## config.mk

```make
export PLATFORM = sky130hd
export DESIGN_NAME = multi_row_sum_ctrl_flat
export DESIGN_NICKNAME = d
export VERILOG_FILES = /design/src/rtl/multi_row_sum_ctrl_if.sv /design/src/rtl/multi_row_sum_ctrl.sv /design/src/flat_wrapper.sv
export SDC_FILE = /design/constraint.sdc
export NUM_CORES = 1
export LEC_CHECK = 0
export BUFFER_PORTS_ARGS = -buffer_cell sky130_fd_sc_hd__buf_4
export CORE_ASPECT_RATIO = 1.2
export CORE_MARGIN = 4
export CORE_UTILIZATION = 50
export CTS_BUF_LIST = sky130_fd_sc_hd__clkbuf_2 sky130_fd_sc_hd__clkbuf_4 sky130_fd_sc_hd__clkbuf_8
export DETAILED_ROUTE_END_ITERATION = 8
export HOLD_SLACK_MARGIN = 0.12
export PLACE_DENSITY = 0.68
export SLEW_MARGIN = 20
export SYNTH_ARGS = -nofsm -noshare
export SYNTH_HDL_FRONTEND = slang
export SYNTH_SLANG_ARGS = --single-unit
export TNS_END_PERCENT = 20
```

## constraint.sdc

```tcl
create_clock -name sys_clk -period 4.6 [get_ports sys_clk]
set_input_delay 0.69 -clock sys_clk [delete_from_list [all_inputs] [get_ports sys_clk]]
set_output_delay 0.69 -clock sys_clk [all_outputs]
set_load 0.05 [all_outputs]
```

## src/rtl/multi_row_sum_ctrl_if.sv

```systemverilog
// Element-in / sum-out stream bundle for the multi-row vertical window summer.
interface multi_row_sum_ctrl_if #(
  parameter int unsigned DATA_W  = 8,
  parameter int unsigned ROW_NUM = 50
);
  localparam int unsigned ROW_W = $clog2(ROW_NUM);
  localparam int unsigned SUM_W = DATA_W + 2;

  logic              soft_clr;
  logic              pi_flag;
  logic [DATA_W-1:0] pi_data;
  logic              po_flag;
  logic [DATA_W-1:0] po_data;
  logic [SUM_W-1:0]  po_sum;
  logic              frame_done;
  logic [ROW_W-1:0]  row_idx;

  modport master (
    output soft_clr, pi_flag, pi_data,
    input  po_flag, po_data, po_sum, frame_done, row_idx
  );

  modport slave (
    input  soft_clr, pi_flag, pi_data,
    output po_flag, po_data, po_sum, frame_done, row_idx
  );
endinterface

```

## src/rtl/multi_row_sum_ctrl.sv

```systemverilog
// Streaming vertical-window summer: adds each element to the same column of the
// previous WIN-1 rows held in shift-chain line buffers; registered sum output.
module multi_row_sum_ctrl #(
  parameter int unsigned DATA_W   = 8,
  parameter int unsigned COL_NUM  = 50,
  parameter int unsigned ROW_NUM  = 50,
  parameter int unsigned WIN      = 3,
  parameter int unsigned SAT_MODE = 0
) (
  input  logic                  sys_clk,
  input  logic                  sys_rst_n,
  multi_row_sum_ctrl_if.slave   bus
);
  localparam int unsigned SUM_W = DATA_W + 2;
  localparam int unsigned COL_W = (COL_NUM > 1) ? $clog2(COL_NUM) : 1;
  localparam int unsigned ROW_W = $clog2(ROW_NUM);
  localparam int unsigned NCH   = WIN - 1;

  logic [COL_W-1:0]            r_col;
  logic [ROW_W-1:0]            r_row;
  logic                        r_po_flag;
  logic [DATA_W-1:0]           r_po_data;
  logic [SUM_W-1:0]            r_po_sum;
  logic                        r_frame_done;

  logic                        w_take;
  logic                        w_col_last;
  logic                        w_row_last;
  logic                        w_qual;
  logic [SUM_W-1:0]            w_sum;
  logic [DATA_W-1:0]           w_data;
  logic [NCH-1:0][DATA_W-1:0]  w_tail;

  // soft_clr wins over a coincident element, which is then dropped entirely
  assign w_take     = bus.pi_flag & ~bus.soft_clr;
  assign w_col_last = (r_col == COL_W'(COL_NUM - 1));
  assign w_row_last = (r_row == ROW_W'(ROW_NUM - 1));
  assign w_qual     = (r_row >= ROW_W'(WIN - 1));

  // Chain k tail is the same column k+1 rows back; contents need no reset
  for (genvar k = 0; k < NCH; k++) begin : g_chain
    logic [DATA_W-1:0] w_in;
    logic [DATA_W-1:0] r_mem [COL_NUM];

    if (k == 0) begin : g_head
      assign w_in = bus.pi_data;
    end else begin : g_link
      assign w_in = w_tail[k-1];
    end

    always_ff @(posedge sys_clk) begin
      if (w_take) begin
        r_mem[0] <= w_in;
        for (int j = 1; j < COL_NUM; j++) begin
          r_mem[j] <= r_mem[j-1];
        end
      end
    end

    assign w_tail[k] = r_mem[COL_NUM-1];
  end

  always_comb begin
    w_sum = SUM_W'(bus.pi_data);
    for (int k = 0; k < NCH; k++) begin
      w_sum = w_sum + SUM_W'(w_tail[k]);
    end
  end

  always_comb begin
    w_data = w_sum[DATA_W-1:0];
    if ((SAT_MODE != 0) && (w_sum[SUM_W-1:DATA_W] != 2'b00)) begin
      w_data = '1;
    end
  end

  // Position counters and registered output stage
  always_ff @(posedge sys_clk or negedge sys_rst_n) begin
    if (!sys_rst_n) begin
      r_col        <= '0;
      r_row        <= '0;
      r_po_flag    <= 1'b0;
      r_po_data    <= '0;
      r_po_sum     <= '0;
      r_frame_done <= 1'b0;
    end else if (bus.soft_clr) begin
      r_col        <= '0;
      r_row        <= '0;
      r_po_flag    <= 1'b0;
      r_frame_done <= 1'b0;
    end else begin
      r_po_flag    <= 1'b0;
      r_frame_done <= 1'b0;
      if (bus.pi_flag) begin
        if (w_col_last) begin
          r_col <= '0;
          r_row <= w_row_last ? '0 : r_row + ROW_W'(1);
        end else begin
          r_col <= r_col + COL_W'(1);
        end
        if (w_qual) begin
          r_po_flag    <= 1'b1;
          r_po_sum     <= w_sum;
          r_po_data    <= w_data;
          r_frame_done <= w_col_last & w_row_last;
        end
      end
    end
  end

  assign bus.po_flag    = r_po_flag;
  assign bus.po_data    = r_po_data;
  assign bus.po_sum     = r_po_sum;
  assign bus.frame_done = r_frame_done;
  assign bus.row_idx    = r_row;
endmodule

```

## src/flat_wrapper.sv

```systemverilog
// flat-port wrapper written by rule: the top's interface ports become plain ports
module multi_row_sum_ctrl_flat 
#(
  parameter int unsigned DATA_W   = 8,
  parameter int unsigned COL_NUM  = 50,
  parameter int unsigned ROW_NUM  = 50,
  parameter int unsigned WIN      = 3,
  parameter int unsigned SAT_MODE = 0
)
  (sys_clk, sys_rst_n, bus_soft_clr, bus_pi_flag, bus_pi_data, bus_po_flag, bus_po_data, bus_po_sum, bus_frame_done, bus_row_idx);
  multi_row_sum_ctrl_if #(.DATA_W(DATA_W), .ROW_NUM(ROW_NUM)) bus_i ();
  input  logic sys_clk;
  input  logic sys_rst_n;
  input wire logic [$bits(bus_i.soft_clr)-1:0] bus_soft_clr;
  input wire logic [$bits(bus_i.pi_flag)-1:0] bus_pi_flag;
  input wire logic [$bits(bus_i.pi_data)-1:0] bus_pi_data;
  output wire logic [$bits(bus_i.po_flag)-1:0] bus_po_flag;
  output wire logic [$bits(bus_i.po_data)-1:0] bus_po_data;
  output wire logic [$bits(bus_i.po_sum)-1:0] bus_po_sum;
  output wire logic [$bits(bus_i.frame_done)-1:0] bus_frame_done;
  output wire logic [$bits(bus_i.row_idx)-1:0] bus_row_idx;
  assign bus_i.soft_clr = bus_soft_clr;
  assign bus_i.pi_flag = bus_pi_flag;
  assign bus_i.pi_data = bus_pi_data;
  assign bus_po_flag = bus_i.po_flag;
  assign bus_po_data = bus_i.po_data;
  assign bus_po_sum = bus_i.po_sum;
  assign bus_frame_done = bus_i.frame_done;
  assign bus_row_idx = bus_i.row_idx;
  multi_row_sum_ctrl #(.DATA_W(DATA_W), .COL_NUM(COL_NUM), .ROW_NUM(ROW_NUM), .WIN(WIN), .SAT_MODE(SAT_MODE)) u_core (.sys_clk(sys_clk), .sys_rst_n(sys_rst_n), .bus(bus_i));
endmodule
```

-- Yosys cells after proc, flatten, opt, wreduce, memory -nomap -nowiden
Memories as Yosys holds them, arrays and structs flattened.
Cells that the tools add are included.
- register bits after elaboration: 32
- word-level logic and storage cells: 37
- bits in writable memories: 800
- output and inout port bits: 26
- input port bits: 12
- memories: 2
- eq/ne operators: 2
- bitwise operators: 3
- add/sub/neg operators: 4
- reduce and logical (&&, ||, !) cells: 4
- $lt $le $gt $ge: 1
- multiplexer cells: 15
- memory list (memory ; depth ; width ; rd ports ; clocked after memory_dff ; wr ports ; RTL line ; source):
    u_core.g_chain[0].r_mem ; 50 ; 8 ; 50 ; 0 ; 50 ; multi_row_sum_ctrl.sv:43 ; logic [DATA_W-1:0] r_mem [COL_NUM];
    u_core.g_chain[1].r_mem ; 50 ; 8 ; 50 ; 0 ; 50 ; multi_row_sum_ctrl.sv:43 ;
- operators with widths (cell ; count):
    6-bit 2-to-1 mux ; 7
    6-bit by 1-bit adder with 6-bit output, second input constant ; 2
    6-bit == test, second input constant ; 2
    10-bit by 8-bit adder with 10-bit output ; 1
    8-bit by 8-bit adder with 9-bit output ; 1
    1-bit 2-to-1 mux ; 8
    6-bit by 2-bit >= comparator with 1-bit output, second input constant ; 1
    2-bit nonzero test ; 2
    3-bit AND reduction ; 1
    1-bit AND ; 2
    2-bit AND reduction ; 1
    1-bit NOT ; 1

-- Logic depth before layout (Yosys ltp)
Gate-level depths: netlist (run 1).
- depth in word-level cells: 5
- mapped depth: 14

-- Least setup slack after synthesis (run 1)
OpenSTA, ideal clock, no wires.
- path kind: input port to flip-flop
- start: in bus_soft_clr
- end: reg u_core.r_po_sum[0] (netlist: u_core.bus.po_sum[0])
- stages on the path: 3
- setup slack: -40.595 ns
- required time: 4.421 ns
- arrival: 45.016 ns
- path buffers: 0
- setup time: 0.179 ns
- path through: nor2b_1 -> nand2_1 -> mux2_2
- cells in the longest elaborated chain, start to end: 2
- ends and longest elaborated chain (what ; RTL line ; source):
    from (decl) ; flat_wrapper.sv:14 ; input wire logic [$bits(bus_i.soft_clr)-1:0] bus_soft_clr;
    1-bit NOT (no line) ; n/a ;
    3-bit AND reduction (no line) ; n/a ;
    to (signal assigned) ; multi_row_sum_ctrl.sv:103 ; r_po_sum <= w_sum;
    to (decl) ; multi_row_sum_ctrl.sv:23 ; logic [SUM_W-1:0] r_po_sum;
No other way between the ends.
A chain may end at the register's enable or synchronous reset.

==> run metrics, run 1 <==
status completed; drt wl/cell 16.62 um; gpl congestion 0.7693; Post-CTS Resized 0; R2R cell count 12; post-synthesis cell count 1009; pin count of the biggest net entering global routing 181; Critical Path Sink Type flip-flop; proportion of synthesized area in mux cells 0.2028%; register bit total from synthesis 824; FF+latch area 24620 um2; Worst Path Required 5.17 ns; setup violators final 0; clk_skew 0.01776 ns; DRC violations left 0; synthesized area 25920 um2; Compound-Gate Fraction of Synth Area 1.371%; placed cells 1744; CTS tree done; standard-cell rows 91; area of the multi-input gates 1195 um2; detailed-route via count 9620; Hold Crit Class in -> reg; asr flop ratio synth 2.913%; CTS Sinks 824; MaxCap Viol Count 0; clock slew at reported path FFs 0.07 ns; Max Freq 349.6 MHz; Clock Tree Root clkbuf_8; total CTS buffers 120; Post-Synth XOR/XNOR Area 0.4393%; Post-CTS Setup Bufs 0; hold path cells 1; arrival time of the worst setup path 3.43 ns; Power Total 14.95 mW; relative slew slack 33.70%; pwr dens 507.4 nW/um2; H-tree levels 3; Final Non-Filler Cells 1971; cell taking the most area after synthesis edfxtp_1; total track usage 11.78%; Synth Flop Type edfxtp_1; Starting Density 50.47%; worst-margin pin slew 0.9945 ns; Die W 215.8 um; die area 55560 um2; final worst-path cycle share 62.19%; DR vias/cell 4.881; type of origin of the critical path flip-flop; worst vdd ir 0.4452 mV; Avg Inst Size Synth 25.69 um2; largest family of logic cells by synthesized area compound AO/OA/AOI/OAI gates; Leak 9.874 nW; ANT nets after route 0; Synth Area in Simple Gates 1.303%; post-place instance area 27150 um2; Fillers 3639; most used standard cells in the synthesized netlist edfxtp_1 (800), dfrtp_1 (24), ha_1 (23); vias in the first global route 9543; post-route cell area 29470 um2; 1st-pass router iterations 5; synth unique cells 50; Fin. Hold Viols 0; RSZ-0062 raised after global routing no; final worst slack 1.739 ns; grt total ovfl 0; share of cells above drive strength 1 19.07%; post-synth top area share 92.69%; number of DRC markers in iteration 0 971; Syn Nets 1046; post-route minimum period 2.861 ns; first-pass GRT wire length 52150 um; DPL Wire Length 15080 um; post-layout util 57.40%; adder-cell share of the synthesized area 1.265%; antenna violations before repair 0; part of the Yosys area used for sequential elements 95.01%; Place WS 1.332 ns; most frequent cell after synthesis edfxtp_1; Die H 257.4 um; Total Nets Final 1207; Clk Latency, worst-skew pair 0.68 ns; Core Region 51350 um2; number of buffers added on ports 37; CTS Buffer Depth 3; Synth-to-Final Area Change 13.72%; final WL 32750 um; antenna cells 0; Ports 38; number of synthesized flops with an enable pin 800; Worst Setup Path Type reg -> reg; synth warn 0; Pins Over Slew Limit 0; critical-path maximum fanout 3; Synth area leaders edfxtp_1 (93%), dfrtp_1 (2.3%), ha_1 (1.1%)
## critical path, cell delays in order, from the launching register on
cell,delay [ns]
edfxtp_1,0.39
ha_1,0.19
inv_1,0.05
fa_1,0.39
nor2b_1,0.15
o31a_1,0.20
a21oi_1,0.09
ha_1,0.31
o211a_1,0.14
o21ai_0,0.13
a32oi_1,0.30
a21oi_1,0.13
o31ai_1,0.27
## metal layers
layer	share of wire [%]	track usage, %	vias up
met5	0	0	-
met2	40	14.23	244
met4	2.3	5.226	0
li1	-	-	4386
met1	52	19.76	4926
met3	6.3	3.224	64
## worst paths after layout
| check | start | end | slack [ns] |
|---|---|---|---|
| min in group asynchronous | sys_rst_n | u_core.bus.row_idx[5] | 0.46 |
| worst max register to register | u_core.g_chain[0].r_mem[1][136] | u_core.bus.po_sum[9] | 1.74 |
| max in group asynchronous | sys_rst_n | u_core.bus.po_sum[9] | 3.88 |
| worst max-delay path | u_core.g_chain[0].r_mem[1][136] | u_core.bus.po_sum[9] | 1.74 |
| worst min register to register | u_core.g_chain[1].r_mem[2][13] | u_core.g_chain[1].r_mem[2][21] | 0.41 |
| worst min-delay path | bus_pi_data[0] | u_core.g_chain[0].r_mem[0][0] | 0.22 |
## through the flow
step / hold WS (ns) / setup TNS [ns]
after floorplan: 0.3944 / -6903.27
after global placement: 0.4013 / 0
after detailed placement: 0.4045 / 0
after CTS: 0.1502 / 0
after global routing: 0.1677 / 0
final: 0.2220 / 0
## logic make-up (layout without fill, tap and decap cells)
group / after synthesis / count (layout)
DFF: 824 / 824
and+or+nand+nor: 67 / 67
AOI/OAI and AO/OA: 55 / 55
adders and majority gates: 25 / 25
buffers and inverters: 20 / 285
xor gates and xnor gates: 13 / 13
muxes: 5 / 5
## area by class of cell
class,instances,share of cell area [%]
inverter,9,0.1146
tap,697,2.959
clock inverter,70,1.248
multi-input combinational,165,4.054
timing repair buffer,50,1.494
clock buffer,156,6.584
sequential,824,83.55
## flip-flops by register name, summed over array words and instances (netlist names)
signal                 count
u_core.bus.frame_done      1
u_core.bus.po_flag         1
u_core.bus.po_sum         10
u_core.bus.row_idx         6
u_core.g_chain.r_mem     800
u_core.r_col               6
## repair_timing
item / 4_1_cts / 5_1_grt
setup endpoints to repair: 0 / 0
hold buffers: 1 / 0
endpoints found under the hold margin: 24 / 0
## cell usage in the layout, fill, tap and decap left out, drive strengths merged, types with 3 or more instances in the layout
| cell type | count |
|---|---|
| o21ai | 19 |
| buf | 49 |
| o2111ai | 3 |
| clkinv | 62 |
| dfrtp | 24 |
| ha | 23 |
| edfxtp | 800 |
| a21o | 4 |
| nand3 | 6 |
| nand2 | 22 |
| mux2i | 3 |
| nor2 | 16 |
| clkbuf | 156 |
| xor2 | 5 |
| a21oi | 13 |
| or4 | 3 |
| or3 | 3 |
| and3 | 3 |
| inv | 13 |
| xnor2 | 8 |
| nor2b | 3 |
## power breakdown
part	switching, mW	total, mW	internal [mW]
logic	0.548	0.746	0.197
registers	0.155	8.73	8.58
clock network	2.60	5.48	2.88
total	3.30	15.0	11.6
Note: power is estimated with default switching activity, not from simulation.
==> run 2: changes to the inputs <==
--- a/config.mk
+++ b/config.mk
@@ -5,6 +5,7 @@
 export SDC_FILE = /design/constraint.sdc
 export NUM_CORES = 1
 export LEC_CHECK = 0
+export ABC_AREA = 1
 export BUFFER_PORTS_ARGS = -buffer_cell sky130_fd_sc_hd__buf_4
 export CORE_ASPECT_RATIO = 1.2
 export CORE_MARGIN = 4
@@ -12,7 +13,7 @@
 export CTS_BUF_LIST = sky130_fd_sc_hd__clkbuf_2 sky130_fd_sc_hd__clkbuf_4 sky130_fd_sc_hd__clkbuf_8
 export DETAILED_ROUTE_END_ITERATION = 8
 export HOLD_SLACK_MARGIN = 0.12
-export PLACE_DENSITY = 0.68
+export PLACE_DENSITY = 0.7
 export SLEW_MARGIN = 20
 export SYNTH_ARGS = -nofsm -noshare
 export SYNTH_HDL_FRONTEND = slang
==> constraint.sdc (replaced) <==
create_clock -name sys_clk -period 2.5 [get_ports sys_clk]
set_input_delay 0.375 -clock sys_clk [delete_from_list [all_inputs] [get_ports sys_clk]]
set_output_delay 0.375 -clock sys_clk [all_outputs]
set_load 0.05 [all_outputs]
==> run 2 against run 1 <==
The run now ends with negative setup slack left. Sequential cell count unchanged. Global-route usage grew 0.17 points. Setup slack lost 1.9 ns. Worst hold slack got worse by 0.030 ns. Utilization rose by 0.91 points. Critical path depth up 4. Register-to-register slack worse by 1.9 ns. Via count grew 3.1%. Power grew 82%. Sequential power grew 83%. Combinational power grew 68%. Critical path type is now in -> reg. Highest routed layer unchanged.
==> run metrics, run 2 <==
status finished with violations; failing checks negative setup slack; H-tree levels 3; Die H 257.8 um; vias in the first global route 9985; commonest cells after routing, fill and taps aside edfxtp_1 (800), clkbuf_8 (120), nand2_1 (77), buf_4 (64), clkbuf_4 (48); CTS tree done; post-synth top area share 92.37%; type of origin of the critical path input pin; Hold Crit Class in -> async; asr flop ratio synth 2.913%; max reg flops 800; Synth Flop Type edfxtp_1; largest register by flop count u_core.g_chain.r_mem; CP startpoint bus_pi_data[2]; hold_ws 0.1922 ns; most used standard cells in the synthesized netlist edfxtp_1 (800), nand2_1 (82), inv_1 (41); worst-margin pin slew 0.5276 ns; Clock Tree Root clkbuf_8; gpl congestion 0.7506; Starting Density 50.53%; Pins Over Slew Limit 0; post-route minimum period 2.644 ns; detailed-route via count 9915; Power Total 27.23 mW; most frequent cell after synthesis edfxtp_1; total CTS buffers 117; first-pass GRT wire length 53670 um; number of buffers added on ports 37; Leak 10.29 nW; Avg Inst Size Synth 24.26 um2; MaxCap Viol Count 0; Worst Setup Path Type in -> reg; clock slew at reported path FFs 0.06 ns; Synth-to-Final Area Change 15.38%; synth unique cells 27; synth warn 0; cell taking the most area after synthesis edfxtp_1; share of cells above drive strength 1 20.84%; CP max stage cell dlygate4sd3_1; Syn Nets 1109; Synth area leaders edfxtp_1 (92%), dfrtp_1 (2.3%), nand2_1 (1.2%); drt wl/cell 16.13 um; critical-path maximum fanout 5; Fillers 3592; Max Freq 378.3 MHz; Clk Latency, worst-skew pair 0.66 ns; most common cell after layout, fill and taps aside edfxtp_1; Core Region 51460 um2; critical path, cell by cell dlygate4sd3_1 -> buf_4 -> ha_1 -> a21oi_1 -> nor2_1 -> nor2_1 -> o21ai_0 -> xor2_1 -> ha_1 -> nand2_1 -> nor2_1 -> nand2_1 -> nand2_1 -> nand2_1 -> nand3_1 -> nand2_1; setup violators final 4; antenna violations before repair 1; pwr dens 907.4 nW/um2; ANT nets after route 0; synthesized area 26010 um2; most frequent CP cell nand2_1; DR vias/cell 4.813; Place WS -0.3548 ns; register bit total from synthesis 824; number of synthesized flops with an enable pin 800; part of the Yosys area used for sequential elements 94.68%; worst vdd ir 0.6529 mV; Worst Path Required 3.04 ns; final worst-path cycle share 105.7%; Total Nets Final 1307; CTS Sinks 824; antenna cells 0; die area 55740 um2; post-synthesis cell count 1072; pin count of the biggest net entering global routing 109; standard-cell rows 91; clk_skew 0.01500 ns; arrival time of the worst setup path 3.19 ns; Fin. Hold Viols 0; DPL Wire Length 15300 um; total track usage 11.95%; 1st-pass router iterations 5; Die W 216.2 um; Critical Path Sink Type flip-flop; final WL 33230 um; grt total ovfl 0; Worst path max stage delay 0.54 ns; setup TNS -0.3264 ns; DRC violations left 0; RSZ-0062 raised after global routing yes; CTS Buffer Depth 3; relative slew slack 64.83%; number of DRC markers in iteration 0 752; Worst R2R Start u_core.g_chain[0].r_mem[1][138]; final worst slack -0.1436 ns; Ports 38
[run 2: logic make-up after synthesis]
logic type	synth area share, %
DFF	94.68
adders and majority gates	1.260
buffers and inverters	0.8948
AOI/OAI and AO/OA	0.5388
xor gates and xnor gates	0.4041
and+or+nand+nor	2.223
[run 2: worst max-delay path, delay by kind of cell]
| family | cells | cell delay, ns |
|---|---|---|
| buffers and inverters | 2 | 0.70 |
| xor gates and xnor gates | 1 | 0.21 |
| AOI/OAI and AO/OA | 2 | 0.36 |
| adders and majority gates | 2 | 0.76 |
| and+or+nand+nor | 9 | 0.79 |
[run 2: area by class of cell]
cell class | count | area (um2) | share of cell area, %
Multi-Input combinational cell | 197 | 1211 | 4.036
Clock buffer | 168 | 2012 | 6.705
Sequential cell | 824 | 24620 | 82.06
Clock inverter | 44 | 251.5 | 0.8381
Tap cell | 697 | 872.1 | 2.906
Inverter | 41 | 166.4 | 0.5546
Timing Repair Buffer | 89 | 870.8 | 2.902
[run 2: what timing repair did]
action / CTS / global route
buffers inserted: 2 / 3
hold buffers: 12 / 0
gates resized for setup: 6 / 10
pin swaps: 10 / 8
endpoints found under the hold margin: 36 / 0
endpoints found under the setup margin: 4 / 6
[run 2: path summary, 6_finish.rpt]
kind / cells after the start / to / slack (ns)
worst min register to register: 0 / u_core.g_chain[0].r_mem[0][163] / 0.41
worst max register to register: 14 / u_core.bus.po_sum[8] / -0.14
min in group sys_clk: 5 / u_core.bus.row_idx[1] / 0.21
worst max-delay path: 16 / u_core.bus.po_sum[8] / -0.14
worst min-delay path: 3 / u_core.r_col[1] / 0.19
max in group asynchronous: 3 / u_core.bus.row_idx[3] / 2.16
[run 2: where the power goes]
part           leakage (nW)  total, mW  switching (mW)  internal (mW)
clock network          1.21       10.0            4.65           5.37
registers              7.83       16.0           0.211           15.7
logic                  1.25       1.25           0.872          0.382
[run 2: metrics by stage]
step	instances	util (%)	area, um2
6_report	2060	58.31	30010
5_1_grt	2060	58.31	30010
4_1_cts	2057	58.18	29940
3_5_place_dp	1831	53.47	27520
3_3_place_gp	1831	53.47	27520
2_1_floorplan	1072	-	26020
[run 2: layer usage]
metal	vias to the layer above	part of all wire [%]	track usage (%)	routed length, um
met5	-	0	0	0
met4	0	1.9	4.766	622
met1	5075	52	19.41	17270
met2	234	41	15.58	13760
li1	4559	-	-	-
met3	47	4.8	3.013	1589
